===== config.mk =====
export PLATFORM = sky130hd
export DESIGN_NAME = vi_rtc
export DESIGN_NICKNAME = d
export VERILOG_FILES = /design/src/rtl/vi_rtc_pkg.sv /design/src/rtl/vi_rtc_divider.sv /design/src/rtl/vi_rtc.sv
export SDC_FILE = /design/constraint.sdc
export NUM_CORES = 1
export LEC_CHECK = 0
export ABC_AREA = 0
export CORE_ASPECT_RATIO = 1.4
export CORE_UTILIZATION = 50
export CTS_CLUSTER_DIAMETER = 80
export DETAILED_ROUTE_END_ITERATION = 7
export HOLD_SLACK_MARGIN = 0.03
export PLACE_DENSITY = 0.74
export SYNTH_ARGS = -nofsm -noshare
export SYNTH_HDL_FRONTEND = slang
export SYNTH_SLANG_ARGS = --single-unit

===== constraint.sdc =====
create_clock -name clk -period 3.26 [get_ports clk]
set_clock_uncertainty 0.1 [all_clocks]
set_input_delay 0.652 -clock clk [delete_from_list [all_inputs] [get_ports clk]]
set_output_delay 0.652 -clock clk [all_outputs]
set_load 0.05 [all_outputs]

===== src/rtl/vi_rtc_pkg.sv =====
// Shared constants and helpers for the vectored-interrupt controller / RTC.
// lowest_set returns {valid, index} for the highest-priority (lowest) set bit.
package vi_rtc_pkg;
  localparam logic VI_REG_MASK = 1'b0;
  localparam logic VI_REG_CMD  = 1'b1;
  localparam int   CMD_EOI     = 7;
  localparam int   CMD_RTC_EN  = 6;

  function automatic logic [7:0] rst_opcode(input logic [2:0] level);
    return {2'b11, level, 3'b111};
  endfunction

  function automatic logic [3:0] lowest_set(input logic [7:0] v);
    logic [3:0] r;
    r = 4'b0000;
    for (int i = 7; i >= 0; i--) begin
      if (v[i]) r = {1'b1, 3'(i)};
    end
    return r;
  endfunction
endpackage


===== src/rtl/vi_rtc_divider.sv =====
// RTC timebase: a prescaler over ce pulses feeding a selectable decade divider.
// Both counters sit at zero whenever the clock is disabled or being cleared.
module rtc_divider #(
  parameter int TICK_DIV = 25000
) (
  input  logic       clk,
  input  logic       reset,
  input  logic       ce,
  input  logic       en,
  input  logic [1:0] rate,
  output logic       tick
);
  localparam int PW = (TICK_DIV > 1) ? $clog2(TICK_DIV) : 1;

  logic [PW-1:0] presc_q, presc_d;
  logic [9:0]    div_q, div_d;
  logic [9:0]    div_max;
  logic          base_tick;

  always_comb begin
    case (rate)
      2'd0:    div_max = 10'd0;
      2'd1:    div_max = 10'd9;
      2'd2:    div_max = 10'd99;
      default: div_max = 10'd999;
    endcase
  end

  assign base_tick = en & ce & (presc_q == PW'(TICK_DIV - 1));
  assign tick      = base_tick & (div_q == div_max) & ~reset;

  always_comb begin
    presc_d = presc_q;
    div_d   = div_q;
    if (ce) presc_d = base_tick ? '0 : presc_q + 1'b1;
    if (base_tick) div_d = (div_q == div_max) ? '0 : div_q + 1'b1;
  end

  always_ff @(posedge clk) begin
    if (reset || !en) begin
      presc_q <= '0;
      div_q   <= '0;
    end else begin
      presc_q <= presc_d;
      div_q   <= div_d;
    end
  end
endmodule


===== src/rtl/vi_rtc.sv =====
// 8-level vectored interrupt controller with an RTC tick on one level.
// rd/we/inta are single-clock strobes; their result lands in data_out one clock later.
module vi_rtc
  import vi_rtc_pkg::*;
#(
  parameter int TICK_DIV  = 25000,
  parameter int RTC_LEVEL = 7
) (
  input  logic       clk,
  input  logic       reset,
  input  logic       ce,
  input  logic       addr,
  input  logic [7:0] data_in,
  input  logic       rd,
  input  logic       we,
  input  logic       inta,
  input  logic [7:0] irq_in,
  output logic       intr,
  output logic [7:0] data_out
);
  logic [7:0] mask_q, mask_d, pend_q, pend_d, isr_q, isr_d, irq_q;
  logic [7:0] data_q, data_d;
  logic       rtc_en_q, rtc_en_d, intr_q, intr_d;
  logic [1:0] rate_q, rate_d;
  logic [7:0] set_vec, pend_clr, isr_set, isr_clr;
  logic [3:0] win, isr_low, next_win, next_isr;
  logic       cmd_wr, tick;
  logic       unused_cmd_bits;

  assign unused_cmd_bits = ^data_in[5:2];

  rtc_divider #(.TICK_DIV(TICK_DIV)) u_div (
    .clk   (clk),
    .reset (reset | cmd_wr),
    .ce    (ce),
    .en    (rtc_en_q),
    .rate  (rate_q),
    .tick  (tick)
  );

  assign win     = lowest_set(pend_q & mask_q);
  assign isr_low = lowest_set(isr_q);

  always_comb begin
    set_vec            = irq_in & ~irq_q;
    set_vec[RTC_LEVEL] = tick;
    pend_clr = '0;
    isr_set  = '0;
    isr_clr  = '0;
    data_d   = data_q;
    mask_d   = mask_q;
    rtc_en_d = rtc_en_q;
    rate_d   = rate_q;
    cmd_wr   = 1'b0;
    if (inta) begin
      if (win[3]) begin
        pend_clr[win[2:0]] = 1'b1;
        isr_set[win[2:0]]  = 1'b1;
        data_d             = rst_opcode(win[2:0]);
      end else begin
        data_d = 8'hFF;
      end
    end else if (rd) begin
      data_d = (addr == VI_REG_CMD) ? isr_q : pend_q;
    end
    if (we) begin
      if (addr == VI_REG_MASK) begin
        mask_d = data_in;
      end else begin
        cmd_wr = 1'b1;
        if (data_in[CMD_EOI] && isr_low[3]) isr_clr[isr_low[2:0]] = 1'b1;
        rtc_en_d = data_in[CMD_RTC_EN];
        rate_d   = data_in[1:0];
      end
    end
    // A new edge beats a same-cycle clear, so set is OR'd in last.
    pend_d   = (pend_q & ~pend_clr) | set_vec;
    isr_d    = (isr_q & ~isr_clr) | isr_set;
    next_win = lowest_set(pend_d & mask_d);
    next_isr = lowest_set(isr_d);
    intr_d   = next_win[3] && (!next_isr[3] || (next_win[2:0] < next_isr[2:0]));
  end

  always_ff @(posedge clk) begin
    if (reset) begin
      mask_q   <= '0;
      pend_q   <= '0;
      isr_q    <= '0;
      irq_q    <= '0;
      data_q   <= '0;
      rtc_en_q <= 1'b0;
      rate_q   <= '0;
      intr_q   <= 1'b0;
    end else begin
      mask_q   <= mask_d;
      pend_q   <= pend_d;
      isr_q    <= isr_d;
      irq_q    <= irq_in;
      data_q   <= data_d;
      rtc_en_q <= rtc_en_d;
      rate_q   <= rate_d;
      intr_q   <= intr_d;
    end
  end

  assign intr     = intr_q;
  assign data_out = data_q;
endmodule

==> impl_metrics.ini <==
[final_layout]
areaGrowthSynthToFinish_pct = 30.7
diodes = 0
layout-drive-gt1-share_pct = 18.3
fill_cells = 539
layout.nets = 503
multiInputGateArea_mm2 = 0.00200
register_area_mm2 = 0.00136
post-route-util_pct = 68.9

[synthesis]
async_flop_share_pct = 0
postSynthAreaPerCell_um2 = 8.33
synth_top_family_by_area = simple AND/OR/NAND/NOR gates
synth_mux_area_share_pct = 6.10
syn_nets = 428
synth-edff-count = 0
netlist_top_cells_area = dfxtp_1 (41%), nor2_1 (8.3%), mux2i_1 (5.1%)
synth_top_area_cell = dfxtp_1
synth-seq-area-share_pct = 40.7
synth_cells = 401
synth_fa_ha_area_share_pct = 1.83
synth_top_cell_area_share_pct = 40.7
synth_compound_area_share_pct = 15.4
syn_area_mm2 = 0.00334
synth-seq-cells = 68
synth_simple_gate_area_share_pct = 28.7
synth-main-ff-cell = dfxtp_1
synth_cell_type_count = 54
yosys_warnings = 0
synthXorXnorAreaFrac_pct = 5.50

[floorplan]
dieWidth_um = 71.1
die_y_um = 98.7
initial_core_util_pct = 52.7
ioPinCount = 32
dieArea_mm2 = 0.00702
rows = 34
core_area_mm2 = 0.00634

[routing]
drc = 1
wl_per_cell_um = 15.9
drtAntennaViolNets = 0
vias = 3182
firstDrtPassIters = 7
viasPerCell = 5.75
drtIter0Drc = 224
routed_wl_mm = 8.78

[clocking]
htree_num_levels = 3
ctsHoldBuffers = 0
clock_latency_ns = 0.36
cts_root_buf = clkbuf_8
cts_tree = yes
cts_max_path_buffers = 2
clock-sinks = 68
cts_made_buffers = 9
clk_transition_reported_paths_ns = 0.08

[timing]
whs_ns = 0.399
max_freq_mhz = 317
setup_viol = 0
finalCriticalPeriod_ns = 3.15
drv_slew = 0
relSlewSlack_pct = 55.4
post-route-period-util_pct = 96.7
worst_pin_slew_ns = 0.665
hold_violations = 0

[worst_setup_path]
crit_start = addr
cp.arrival_ns = 3.34
critical_path_required_ns = 3.44
reg2reg_slack_ns = 0.19
reg2reg_depth = 12
critPathKind = input port to register
cp-endpoint = intr
start_kind = input port
critPathCaptureType = register
reg2reg_to = intr
path_max_fanout = 4
r2r_start = u_div.div_q[6]

[global_route]
antenna_found_initial = 0
grt_first_pass_wirelength_mm = 14.2
grt_pass1_vias = 3091
grt.overflow.total = 0
grt_max_degree = 45
grt_usage_pct = 26.1

[placed_design]
dpl.hpwl_mm = 6.38
io_buffers = 30
place.gp.congestion = 0.909

[pwr]
leakagePower_nw = 1.69
irDropWorstVdd_v = 0.000266
finalPower_w = 0.00203
powerDensity_mw_per_mm2 = 464

[run]
maxCapViolCount = 0

[worst_hold_path]
hp-class = register to register

[run_status]
status = complete, but fails checks
violations = DRC
## metal layers
metal / up-vias / track usage, % / wire length [um]
li1: 1572 / - / -
met1: 1484 / 28.0 / 3500
met2: 92 / 46.0 / 4580
met3: 34 / 4.09 / 324
met4: 0 / 18.8 / 373
met5: - / 0 / 0
## report_power, final
part | internal (W) | switching (W)
logic | 0.000144 | 0.000158
clock network | 0.000510 | 0.000330
registers | 0.000859 | 0.0000271
## layout make-up
| class | instances | area share, % |
|---|---|---|
| multi-input cells | 318 | 45.8 |
| flip-flops and latches | 68 | 31.2 |
| repair buffers | 78 | 15.4 |
| clock buffers | 10 | 2.92 |
| clock inverters | 6 | 2.55 |
| well taps | 72 | 2.06 |
| inverters | 1 | 0.0860 |
## how the worst min path moves through the flow
| stage | cells past startpoint | to | slack [ns] | startpoint |
|---|---|---|---|---|
| floorplan | 2 | rtc_en_q | 0.34 | rtc_en_q |
| global placement | 2 | rate_q[0] | 0.38 | rate_q[0] |
| detailed placement | 2 | rate_q[0] | 0.38 | rate_q[0] |
| CTS | 2 | rate_q[0] | 0.40 | rate_q[0] |
| global route | 2 | rtc_en_q | 0.43 | rtc_en_q |
| finish | 2 | rtc_en_q | 0.40 | rtc_en_q |
## layout by cell type (no fill, tap or decap), types with 9 or more instances in the layout
cell             instances
mux2i_1                 16
dfxtp_1                 68
a21oi_1                 24
clkbuf_8                 9
nor2_1                  74
nand3_1                 14
nand4_1                 10
clkdlybuf4s50_1         29
nand2_1                 38
xor2_1                  16
nor2b_1                 19
buf_4                   46
## worst max-delay path, stage by stage
cell             delay, ns
clkdlybuf4s50_1       0.48
nor2b_2               0.22
mux2_2                0.39
o311ai_0              0.15
o31ai_2               0.16
nor2b_2               0.15
nor2b_1               0.05
o21a_1                0.17
ha_1                  0.30
o21a_1                0.20
o32ai_4               0.13
a41oi_2               0.07
nor3_2                0.18
## synth_stat cells (3+ instances only)
cell      number
nor2b_1       21
nor2_1        74
dfxtp_1       68
mux2i_1       17
nor3_1         5
xnor2_1        5
o21a_1         3
a32oi_1        3
clkbuf_1      13
and4_1         3
nand4_1       10
a211oi_1       3
nand3_1       14
a31oi_1        4
nor4_1         5
ha_1           4
and2_1         5
nand2_1       38
or3_1          7
a21oi_1       26
mux2_2         3
o21bai_1       3
xor2_1        16
and3_1         3
o21ai_0        8
a22oi_1        4
nand2b_1       3
## cell families (layout without fill, tap and decap cells)
family,Yosys count,after routing
xor+xnor,21,21
fa+ha+maj,5,5
flops,68,68
compound gates,75,75
mux,20,20
buf+inv,15,95
simple gates,197,197
## state kept, by name (all words and copies together) (netlist names)
name,count
u_div.presc_q,15
u_div.div_q,10
data_out,8
isr_q,8
mask_q,8
pend_q,8
irq_q,7
rate_q,2
intr,1
rtc_en_q,1
## through the flow
stage	area [um2]	worst slack [ns]	TNS [ns]	std cells
floorplan	3350	0.0195	0	401
global placement	4040	-0.378	-0.378	536
detailed placement	4040	-0.473	-0.473	536
CTS	4300	0.0154	0	552
global route	4370	-0.0406	-0.0406	553
finish	4370	0.107	0	553
## timing repair
action                                  CTS  global route
gates cloned                              0             0
hold endpoints to repair                  0             0
endpoints found under the setup margin    1             1
pin swaps                                 1             7
gates resized for setup                   5            15
buffers inserted                          0             1
No activity file was read; power rests on OpenSTA's default activity.
